File: src/rtl/mem_dump_pkg.sv
// Shared types and character helpers for the memory dump formatter.
// Holds the FSM state encoding plus hex/printable conversions.
package mem_dump_pkg;

  typedef enum logic [2:0] {
    IDLE,
    FETCH,
    HDR,
    HEX,
    GAP,
    ASC,
    NEXT,
    DONE
  } dump_state_e;

  localparam logic [7:0] NL    = 8'h0a;
  localparam logic [7:0] SP    = 8'h20;
  localparam logic [7:0] COLON = 8'h3a;

  function automatic logic [7:0] nib2hex(input logic [3:0] n);
    return (n < 4'd10) ? (8'h30 + {4'd0, n}) : (8'h57 + {4'd0, n});
  endfunction

  function automatic logic printable(input logic [7:0] b);
    return (b >= 8'h20) && (b < 8'h7f);
  endfunction

endpackage

File: src/rtl/mem_dump_fmt.sv
// Walks a byte memory region row by row and streams a hex + ASCII listing
// one character at a time over a valid/ready interface.
module mem_dump_fmt
  import mem_dump_pkg::*;
#(
  parameter int         ASZ      = 17,
  parameter int         ROW      = 16,
  parameter int         GRP      = 4,
  parameter int         ASCII_EN = 1,
  parameter logic [7:0] DOT      = 8'h2e
) (
  input  logic           clk,
  input  logic           rst,
  input  logic           start_i,
  input  logic [ASZ-1:0] base_i,
  input  logic [ASZ-1:0] len_i,
  input  logic           abort_i,
  output logic           mem_re_o,
  output logic [ASZ-1:0] mem_addr_o,
  input  logic [7:0]     mem_data_i,
  output logic [7:0]     ch_o,
  output logic           ch_valid_o,
  input  logic           ch_ready_i,
  output logic           busy_o,
  output logic           done_o
);

  localparam int ADIG = (ASZ + 3) / 4;
  localparam int AXW  = 4 * ADIG;
  localparam int RW   = $clog2(ROW);
  localparam int IW   = $clog2(ROW + ADIG + 2) + 1;

  localparam logic [IW-1:0]  C_ONE     = IW'(1);
  localparam logic [IW-1:0]  C_ROW     = IW'(ROW);
  localparam logic [IW-1:0]  C_ROW_M1  = IW'(ROW - 1);
  localparam logic [IW-1:0]  C_HDR_END = IW'(ADIG + 1);
  localparam logic [IW-1:0]  C_GRP_M1  = IW'(GRP - 1);
  localparam logic [ASZ-1:0] C_MASK    = ~ASZ'(ROW - 1);
  localparam logic [ASZ-1:0] C_STEP    = ASZ'(ROW);
  localparam logic [ASZ-1:0] C_AONE    = ASZ'(1);

  dump_state_e    r_state, w_next;
  logic [ASZ-1:0] r_a1, r_last;
  logic [IW-1:0]  r_idx;
  logic [1:0]     r_ph;
  logic           r_abort;
  logic [7:0]     r_buf [ROW];

  logic           w_acc, w_abort;
  logic [ASZ-1:0] w_end;
  logic [7:0]     w_byte;
  logic [3:0]     w_hdr_nib;

  assign w_acc     = ch_valid_o && ch_ready_i;
  assign w_abort   = r_abort || abort_i;
  // Only the low ASZ bits of the end address matter once rows wrap mod 2^ASZ.
  assign w_end     = base_i + len_i - C_AONE;
  assign w_byte    = r_buf[RW'(r_idx)];
  assign w_hdr_nib = 4'(AXW'(r_a1) >> (4 * (ADIG - int'(r_idx))));

  always_ff @(posedge clk or posedge rst) begin
    if (rst) r_state <= IDLE;
    else     r_state <= w_next;
  end

  always_comb begin
    w_next = r_state;
    case (r_state)
      IDLE:  if (start_i) w_next = (len_i == '0) ? DONE : FETCH;
      FETCH: if (w_abort) w_next = DONE;
             else if (r_idx == C_ROW) w_next = HDR;
      HDR:   if (w_acc) begin
               if (w_abort) w_next = DONE;
               else if (r_idx == C_HDR_END) w_next = HEX;
             end
      HEX:   if (w_acc) begin
               if (w_abort) w_next = DONE;
               else if (r_idx == C_ROW_M1 && r_ph == 2'd2) w_next = (ASCII_EN != 0) ? GAP : NEXT;
             end
      GAP:   if (w_acc) begin
               if (w_abort) w_next = DONE;
               else if (r_idx == C_ONE) w_next = ASC;
             end
      ASC:   if (w_acc) begin
               if (w_abort) w_next = DONE;
               else if (r_idx == C_ROW_M1) w_next = NEXT;
             end
      NEXT:  w_next = (r_a1 == r_last || w_abort) ? DONE : FETCH;
      DONE:  w_next = IDLE;
      default: w_next = IDLE;
    endcase
  end

  always_ff @(posedge clk or posedge rst) begin
    if (rst) begin
      r_a1    <= '0;
      r_last  <= '0;
      r_idx   <= '0;
      r_ph    <= 2'd0;
      r_abort <= 1'b0;
    end else begin
      if (r_state == IDLE || r_state == DONE) r_abort <= 1'b0;
      else if (abort_i)                       r_abort <= 1'b1;

      if (r_state == IDLE && start_i) begin
        r_a1   <= base_i & C_MASK;
        r_last <= w_end & C_MASK;
      end
      if (r_state == NEXT && w_next == FETCH) r_a1 <= r_a1 + C_STEP;

      // Every state starts its own walk from index 0; r_ph 0 is the group space.
      if (w_next != r_state) begin
        r_idx <= '0;
        r_ph  <= 2'd0;
      end else begin
        case (r_state)
          FETCH:       r_idx <= r_idx + C_ONE;
          HDR, GAP, ASC: if (w_acc) r_idx <= r_idx + C_ONE;
          HEX: if (w_acc) begin
            case (r_ph)
              2'd0: r_ph <= 2'd1;
              2'd1: r_ph <= 2'd2;
              default: begin
                r_idx <= r_idx + C_ONE;
                r_ph  <= (((r_idx + C_ONE) & C_GRP_M1) == '0) ? 2'd0 : 2'd1;
              end
            endcase
          end
          default: ;
        endcase
      end
    end
  end

  // Read data arrives one cycle late, so slot idx-1 is written at index idx.
  always_ff @(posedge clk) begin
    if (r_state == FETCH && r_idx != '0) r_buf[RW'(r_idx - C_ONE)] <= mem_data_i;
  end

  always_comb begin
    mem_re_o   = 1'b0;
    mem_addr_o = '0;
    ch_o       = 8'h00;
    ch_valid_o = 1'b0;
    busy_o     = 1'b0;
    done_o     = 1'b0;
    case (r_state)
      FETCH: begin
        busy_o = 1'b1;
        if (r_idx < C_ROW) begin
          mem_re_o   = 1'b1;
          mem_addr_o = r_a1 + ASZ'(r_idx);
        end
      end
      HDR: begin
        busy_o     = 1'b1;
        ch_valid_o = 1'b1;
        if (r_idx == '0)            ch_o = NL;
        else if (r_idx == C_HDR_END) ch_o = COLON;
        else                        ch_o = nib2hex(w_hdr_nib);
      end
      HEX: begin
        busy_o     = 1'b1;
        ch_valid_o = 1'b1;
        case (r_ph)
          2'd0:    ch_o = SP;
          2'd1:    ch_o = nib2hex(w_byte[7:4]);
          default: ch_o = nib2hex(w_byte[3:0]);
        endcase
      end
      GAP: begin
        busy_o     = 1'b1;
        ch_valid_o = 1'b1;
        ch_o       = SP;
      end
      ASC: begin
        busy_o     = 1'b1;
        ch_valid_o = 1'b1;
        ch_o       = printable(w_byte) ? w_byte : DOT;
      end
      NEXT:    busy_o = 1'b1;
      DONE:    done_o = 1'b1;
      default: ;
    endcase
  end

endmodule

File: config.mk
export PLATFORM = sky130hd
export DESIGN_NAME = mem_dump_fmt
export DESIGN_NICKNAME = d
export VERILOG_FILES = /design/src/rtl/mem_dump_pkg.sv /design/src/rtl/mem_dump_fmt.sv
export SDC_FILE = /design/constraint.sdc
export NUM_CORES = 1
export LEC_CHECK = 0
export ABC_AREA = 1
export CAP_MARGIN = 20
export CORE_MARGIN = 2
export CORE_UTILIZATION = 55
export CTS_CLUSTER_SIZE = 25
export DETAILED_ROUTE_END_ITERATION = 8
export GPL_ROUTABILITY_DRIVEN = 0
export HOLD_SLACK_MARGIN = 0.1
export PLACE_DENSITY_LB_ADDON = 0.12
export SYNTH_ARGS = -nofsm -noshare
export SYNTH_HDL_FRONTEND = slang
export SYNTH_SLANG_ARGS = --single-unit
File: constraint.sdc
create_clock -name clk -period 2.9 [get_ports clk]
set_input_delay 0.58 -clock clk [delete_from_list [all_inputs] [get_ports clk]]
set_output_delay 0.58 -clock clk [all_outputs]
set_load 0.05 [all_outputs]
# Yosys cells after proc, flatten, opt, wreduce, memory -nomap -nowiden
# Memory sizes are Yosys's and may differ from the RTL's.
# Cells that the tools add are included.
[totals]
reg_bits = 42
ramBits = 128
inputBits = 47
output_inout_bits = 29
word_cells = 121
mem_count = 1
[memory_table]
columns = ["memory", "depth", "width", "read_ports", "rd_ports_with_merged_regs", "write_ports", "line", "text"]
rows = [
  ["r_buf", 16, 8, 1, 0, 1, "mem_dump_fmt.sv:47", "logic [7:0] r_buf [ROW];"],
]
[op_classes]
addsub = 13
n_lt_le_gt_ge = 6
eq_ne = 19
n_shift = 1
mux = 49
n_reduce_logical = 26
[ops]
columns = ["op", "count"]
rows = [
  ["17-bit 2-to-1 mux", 4],
  ["3-bit 2-to-1 mux", 17],
  ["8-bit 2-to-1 mux", 6],
  ["8-bit one-hot mux with 4 select lines", 1],
  ["17-bit by 32-bit >> shifter with 4-bit output", 1],
  ["7-bit by 4-bit adder with 8-bit output, first input constant", 3],
  ["6-bit 2-to-1 mux", 4],
  ["3-bit one-hot mux with 8 select lines", 1],
  ["6-bit by 4-bit adder with 7-bit output, first input constant", 3],
  ["6-bit one-hot mux with 3 select lines", 1],
  ["17-bit adder", 1],
  ["17-bit by 5-bit adder with 17-bit output, second input constant", 1],
  ["17-bit by 6-bit adder with 17-bit output", 1],
  ["17-bit equality test", 1],
  ["17-bit logical NOT", 1],
  ["17-bit by 1-bit subtractor with 17-bit output, second input constant", 1],
  ["8-bit one-hot mux with 2 select lines", 1],
  ["3-bit equality test, second input constant", 4],
  ["6-bit logical NOT", 2],
  ["4-bit < comparator, second input constant", 3],
  ["1-bit 2-to-1 mux", 10],
  ["3-bit inequality test, second input constant", 3],
  ["8-bit by 6-bit >= comparator with 1-bit output, second input constant", 1],
  ["8-bit by 7-bit < comparator with 1-bit output, second input constant", 1],
  ["other kinds (28)", 42],
]

# Depth between registers and ports, before layout
# Gate-level depths: netlist of the first run.
[depth]
depth_word = 9
mapped_depth = 19
depth_no_buf = 17

# Worst setup path before layout of the first run
# OpenSTA, ideal clock, no wires.
[synth_timing]
kind = "register to output"
from = "register r_state[2]"
to = "output port mem_addr_o[10]"
arrival_time_ns = 2.878
required_ns = 2.320
slack_ns = -0.558
stages_incl_launch_ff = 7
n_path_buf = 1
cell_sequence = "dfrtp_1 buf_6 inv_6 nand3_2 nor2_1 inv_2 nor3_1"
[synth_between]
elab_chain_cells = 2
[synth_rtl]
columns = ["element", "line", "text"]
rows = [
  ["from (decl)", "mem_dump_fmt.sv:42", "dump_state_e r_state, w_next;"],
  ["from (signal assigned)", "mem_dump_fmt.sv:63", "else r_state <= w_next;"],
  ["3-bit by 1-bit equality test with 1-bit output", "mem_dump_fmt.sv:147", "case (r_state)"],
  ["17-bit 2-to-1 mux", "mem_dump_fmt.sv:147", ""],
  ["to (decl)", "mem_dump_fmt.sv:19", "output logic [ASZ-1:0] mem_addr_o,"],
]
# No other way between the ends.

# Final worst setup path of the first run
[layout_timing]
from = "register r_idx[0]"
to = "output port ch_o[5]"
[layout_between]
elab_chain_cells = 7
elab_cells_between_ends = 25
classes_between = "7 x add/sub; 5 x order compare; 1 x eq/ne; 1 x shift; 8 x mux; 2 x reduce/logical; 1 x memory"
[layout_rtl]
columns = ["element", "line", "text"]
rows = [
  ["from (decl)", "mem_dump_fmt.sv:44", "logic [IW-1:0] r_idx;"],
  ["from (signal assigned)", "mem_dump_fmt.sv:117", "FETCH: r_idx <= r_idx + C_ONE;"],
  ["from (signal assigned)", "mem_dump_fmt.sv:118", "HDR, GAP, ASC: if (w_acc) r_idx <= r_idx + C_ONE;"],
  ["from (signal assigned)", "mem_dump_fmt.sv:124", "r_idx <= r_idx + C_ONE;"],
  ["3-bit by 6-bit subtractor with 7-bit output", "mem_dump_fmt.sv:59", "assign w_hdr_nib = 4'(AXW'(r_a1) >> (4 * (ADIG - int'(r_idx))));"],
  ["17-bit by 32-bit >> shifter with 4-bit output", "mem_dump_fmt.sv:59", ""],
  ["7-bit by 4-bit adder with 8-bit output, or another cell as far along", "mem_dump_pkg.sv:21", "return (n < 4'd10) ? (8'h30 + {4'd0, n}) : (8'h57 + {4'd0, n});"],
  ["8-bit 2-to-1 mux", "mem_dump_pkg.sv:21", ""],
  ["8-bit 2-to-1 mux", "mem_dump_fmt.sv:159", "else if (r_idx == C_HDR_END) ch_o = COLON;"],
  ["8-bit 2-to-1 mux", "mem_dump_fmt.sv:158", "if (r_idx == '0) ch_o = NL;"],
  ["8-bit one-hot mux with 4 select lines (*)", "mem_dump_fmt.sv:147", ""],
  ["to (decl)", "mem_dump_fmt.sv:21", "output logic [7:0] ch_o,"],
]
# Every way passes the cells marked *; elsewhere a longest branch is shown, timed or not.

==> metrics.yaml, run 1 <==
status:
  violations: "negative setup slack"
  outcome: "finished, violations left"
global_routing:
  grt_max_degree: 33
  grt_pass1_wl_um: 44600
  grt.total_usage_pct: 29.0
  overflow: 0
  grt_pass1_vias: 8536
  antenna_found_initial: 0
pwr:
  switchingPower_uw: 4720
  p_sw_share_pct: 43.3
  clock_power_share_pct: 21.9
  intPower_uw: 6180
  total_power_uw: 10900
  peakVddDrop_uv: 528
  powerDensity_nw_per_um2: 831
  combPwrFrac_pct: 49.4
  power_leakage_uw: 0.00592
  p_seq_share_pct: 28.7
synth:
  syn_avg_cell_area_um2: 8.24
  synth-compound-area-share_pct: 7.35
  synth-seq-cells: 166
  synth_top_family_by_area: "simple AND/OR/NAND/NOR gates"
  ys_seq_area_share_pct: 46.5
  synth_edf_count: 128
  ys_types: 48
  ys_async_sr_fraction_pct: 22.9
  synth_cells: 1252
  synthFlopType: "edfxtp_1"
  synth-adder-area-share_pct: 5.58
  synth_fp_nets: 1345
  synthMuxAreaShare_pct: 0
  synth-xor-area-share_pct: 2.63
  synth_area_um2: 10300
  yosys_warnings: 0
  synthSimpleGateAreaFrac_pct: 28.1
clocking:
  insertion_delay_ns: 0.44
  htree_num_levels: 4
  clk_pin_slew_worst_paths_ns: 0.06
  clock_path_buffers: 2
  root_buffer: "clkbuf_16"
  cts_made_buffers: 17
  tritoncts: "built"
  cts_sinks: 166
worst_hold_path:
  hp-class: "register to register"
cells_and_area:
  drive_gt1_share_pct: 20.8
  nets: 1487
  mostFrequentLayoutCells: "nand2_1, inv_1, edfxtp_1"
  syn2layout_area_growth_pct: 27.1
  final_cells: 1641
  diodes: 0
  fin_util_pct: 70.6
  final_common_cell: "nand2_1"
job:
  maxCapViolations: 0
timing:
  setup_violations: 9
  setup_slack_ns: -0.458
  slew_viol_final: 0
  timing.hold.ws_ns: 0.512
  slew_headroom_pct: 41.5
  period_share_pct: 116
  max_freq_mhz: 298
  hold_viol_final: 0
  finalWorstPathRequiredPeriod_ns: 3.36
  worst_pin_slew_ns: 0.874
  finClkSkew_ns: 0.0136
  rsz0062_at_grt: "yes"
die:
  core_area_um2: 18600
  start_util_pct: 55.5
  ios: 76
  die_h_um: 141
  rows: 50
  die_w_um: 141
  dieArea_um2: 19900
worst_setup_path:
  start_kind: "register"
  crit_top_cell: "buf_4"
  worstPathMaxFanout: 5
  required_ns: 2.32
  critical_path_class: "register to primary output"
  crit_family: "buffers and inverters"
  slowest_delay_ns: 0.50
  path_cells: "buf_12, buf_16, nor2_4, nor2_2, o21ai_1, nand3_1, nand2_1, nand2_2, nor2_4, inv_2, buf_6, buf_4, buf_4, buf_4, o21ai_2, nand3_2, buf_12"
  crit_arrival_ns: 2.78
  crit_slowest_cell: "dfrtp_2"
  worst-path-buf-inv: 8
  crit_path_end_kind: "primary output"
detailed_routing:
  drtIter0Drc: 889
  wl_per_cell_um: 17.3
  drtAntennaViolNets: 0
  vias: 9018
  dr.pass1.iters: 5
  drt_wl_total_um: 28400
  vias_per_cell: 5.50
  drc_errors: 0
placement:
  dpl_worst_slack_ns: -0.0795
  dp_hpwl_um: 19900
  portBuffers: 74
  dpl.cell_count: 1579
==> power by group through the flow <==
stage	combinational [µW]	clock, µW	sequential (µW)
after detailed placement	4890	0	3150
final	5380	2390	3130
after floorplan	3440	0	2990
after global placement	4820	0	3130
after global routing	5840	2500	3160
after CTS	5200	2400	3110
==> timing repair <==
item | 4_1_cts | 5_1_grt
setup endpoints to repair | 12 | 21
pin swaps | 39 | 24
cloned | 3 | 0
resized for setup | 64 | 45
hold buffers | 0 | 0
buffers inserted | 21 | 8
==> cells by family after synthesis <==
group	Yosys count
xor+xnor	31
fa+ha+maj	46
buf+inv	226
compound gates	141
flops	166
other cells	1
simple gates	641
==> worst paths after layout <==
check	from	end	slack, ns	cells past startpoint
setup / recovery	r_idx[0]$_DFFE_PP0P_	ch_o[5]	-0.46	17
hold / removal	r_last[4]$_DFFE_PP0P_	r_last[4]$_DFFE_PP0P_	0.51	2
setup reg to reg	r_idx[0]$_DFFE_PP0P_	r_buf[8][0]$_DFFE_PP_	0.14	9
hold reg to reg	r_last[4]$_DFFE_PP0P_	r_last[4]$_DFFE_PP0P_	0.51	2
max in group asynchronous	rst	r_last[10]$_DFFE_PP0P_	1.79	3
min in group asynchronous	rst	r_state[1]$_DFF_PP0_	0.54	2
==> layer usage <==
metal	global-route usage [%]	up-vias	wire [µm]
met5	0	-	0
met1	40.4	4219	12100
met4	9.79	0	702
li1	-	4345	-
met3	5.47	64	2160
met2	46.1	390	13400
==> area by class of cell <==
type	instances	area, µm²
fillers	1426	5470
inverters	183	702
well taps	234	293
multi-input cells	860	4870
clock inverters	15	204
repair buffers	166	1830
clock buffers	17	425
flip-flops and latches	166	4800
==> registers in the layout (all words and copies together), names as in the netlist <==
signal and cells:
r_state 3, r_last 13, r_abort 1, r_a1 13, r_ph 2, r_idx 6, r_buf 128
==> per-stage QoR <==
stage,cell area [µm²],setup TNS (ns)
2_1_floorplan,10400,0
3_3_place_gp,11800,-0.0342
3_5_place_dp,11800,-0.144
4_1_cts,12900,-3.21
5_1_grt,13100,-4.41
6_report,13100,-3.04
==> worst register-to-register path, cell delays in order, from the launching register on <==
cell	delay, ns
dfrtp_2	0.51
inv_8	0.08
buf_4	0.17
buf_4	0.16
ha_1	0.20
nand3_1	0.13
nand2_1	0.07
inv_1	0.16
nand2_1	0.19
nor2_1	0.72
==> synthesized netlist by cell type, drive strengths merged, types with 4 or more instances <==
master  instances  area share, %
nor3           22            1.6
nor2          142            6.1
nand4          22            1.4
ha             46            5.6
inv           183            6.8
or2             5           0.30
nand3         102            5.5
xnor2          10           0.85
buf            39            2.8
clkbuf          4           0.24
a21oi          39            1.9
nand2         345             13
o211ai          4           0.29
a21o            4           0.29
dfrtp          38            9.2
xor2           21            1.8
o21ai          80            3.9
edfxtp        128             37
Power figures use the tool's default switching activity.
==> run 2: changes to the inputs <==
Settings changed: ABC_CLOCK_PERIOD_IN_PS set to 3200, CORE_ASPECT_RATIO set to 2.
Clock period 2.9 ns to 3.2 ns, I/O delays scaled along.
==> metrics.yaml, run 2 (synthesis gave the netlist of run 1 again) <==
die:
  die_w_um: 101
  start_util_pct: 56.3
  die_h_um: 198
  dieArea_um2: 19900
  ios: 76
  core_area_um2: 18300
  rows: 70
worst_hold_path:
  hp-class: "register to register"
global_routing:
  grt_pass1_wl_um: 47300
  grt.total_usage_pct: 32.1
  overflow: 0
  antenna_found_initial: 0
  grt_pass1_vias: 9386
  grt_max_degree: 39
worst_setup_path:
  crit_arrival_ns: 3.09
  worstPathMaxFanout: 12
  crit_path_end_kind: "primary output"
  critical_path_class: "register to primary output"
  start_kind: "register"
  required_ns: 2.56
placement:
  dp_hpwl_um: 23000
  placed_area_um2: 11600
  dpl.cell_count: 1557
  portBuffers: 74
  dpl_worst_slack_ns: -0.158
timing:
  setup_violations: 7
  slew_headroom_pct: 44.1
  rsz0062_at_grt: "yes"
  hold_viol_final: 0
  max_freq_mhz: 268
  slew_viol_final: 0
  finalWorstPathRequiredPeriod_ns: 3.73
  fin_tns_setup_ns: -2.49
  worst_pin_slew_ns: 0.836
  setup_slack_ns: -0.530
  period_share_pct: 117
  finClkSkew_ns: 0.0128
detailed_routing:
  drtIter0Drc: 587
  drc_errors: 0
  drt_wl_total_um: 32600
  drtAntennaViolNets: 0
  wl_per_cell_um: 20.0
  vias: 9391
  dr.pass1.iters: 6
  vias_per_cell: 5.75
clocking:
  cts_hold_buf: 0
  tritoncts: "built"
  htree_num_levels: 4
  clock_path_buffers: 2
  clk_pin_slew_worst_paths_ns: 0.07
  insertion_delay_ns: 0.44
  cts_made_buffers: 17
  root_buffer: "clkbuf_16"
  cts_sinks: 166
status:
  violations: "negative setup slack"
  outcome: "finished, violations left"
cells_and_area:
  final_common_cell: "nand2_1"
  diodes: 0
  syn2layout_area_growth_pct: 27.2
  regMostFlops: "r_buf"
  final_cells: 1632
  final_area_um2: 13100
  nets: 1497
  mostFrequentLayoutCells: "nand2_1, inv_1, edfxtp_1"
  largest_register_ffs: 128
  top_regs: "r_buf: 128 flops, r_a1: 13 flops, r_last: 13 flops"
  drive_gt1_share_pct: 21.5
job:
  maxCapViolations: 0
pwr:
  total_power_uw: 9920
  power_leakage_uw: 0.00593
  peakVddDrop_uv: 396
  powerDensity_nw_per_um2: 756
## run 2: critical path: stages, from the launching register on
cell and delay (ns):
dfrtp_4 0.51, buf_8 0.15, buf_4 0.13, bufbuf_16 0.27, nand2_1 0.06, nand2_1 0.05, nand2_1 0.12, nand3_2 0.16
nand2_1 0.11, nor2_2 0.05, nor2_4 0.14, buf_4 0.13, nand2_1 0.08, nand3_1 0.20, nand2_1 0.10, nand2_1 0.07
nand2_1 0.06, nand3_2 0.09, buf_8 0.14
## run 2: worst paths after layout
| path | start | endpoint | slack (ns) | depth (start not counted) |
|---|---|---|---|---|
| setup / recovery | r_idx[0]$_DFFE_PP0P_ | ch_o[4] | -0.53 | 18 |
| hold / removal | r_last[11]$_DFFE_PP0P_ | r_last[11]$_DFFE_PP0P_ | 0.50 | 2 |
| setup reg to reg | r_idx[0]$_DFFE_PP0P_ | r_a1[7]$_DFFE_PP0P_ | 0.48 | 15 |
| hold reg to reg | r_last[11]$_DFFE_PP0P_ | r_last[11]$_DFFE_PP0P_ | 0.50 | 2 |
| max in group asynchronous | rst | r_idx[0]$_DFFE_PP0P_ | 2.14 | 3 |
| min in group asynchronous | rst | r_abort$_DFFE_PP0P_ | 0.63 | 3 |
## run 2: metrics by stage
step           hold WS, ns  utilization [%]
2_1_floorplan        0.453                -
3_3_place_gp         0.470             63.4
3_5_place_dp         0.488             63.4
4_1_cts              0.506             68.5
5_1_grt              0.527             71.7
6_report             0.502             71.7
## run 2: layer usage
| layer | vias up | routed length [µm] | part of all wire [%] | track usage, % |
|---|---|---|---|---|
| met1 | 4408 | 9870 | 30 | 27.0 |
| met5 | - | 0 | 0 | 0 |
| met4 | 0 | 2700 | 8.3 | 25.7 |
| li1 | 4382 | - | - | - |
| met2 | 433 | 18600 | 57 | 63.4 |
| met3 | 168 | 1430 | 4.4 | 3.86 |
## run 2: timing repair
| action | CTS | global route |
|---|---|---|
| setup endpoints to repair | 11 | 11 |
| cloned | 3 | 4 |
| resized for setup | 48 | 94 |
| buffers inserted | 18 | 19 |
| pin swaps | 13 | 46 |
## run 2: power breakdown
part / internal, µW / switching (µW)
registers: 2540 / 295
clock network: 1080 / 899
logic: 1890 / 3210
total: 5510 / 4400
## run 2: area by class of cell
| type | instances | area [µm²] |
|---|---|---|
| clock inverters | 12 | 125 |
| repair buffers | 175 | 1850 |
| clock buffers | 19 | 433 |
| repair inverters | 1 | 6.26 |
| multi-input cells | 860 | 4920 |
| fillers | 1381 | 5180 |
| flip-flops and latches | 166 | 4800 |
| inverters | 183 | 719 |
| well taps | 216 | 270 |
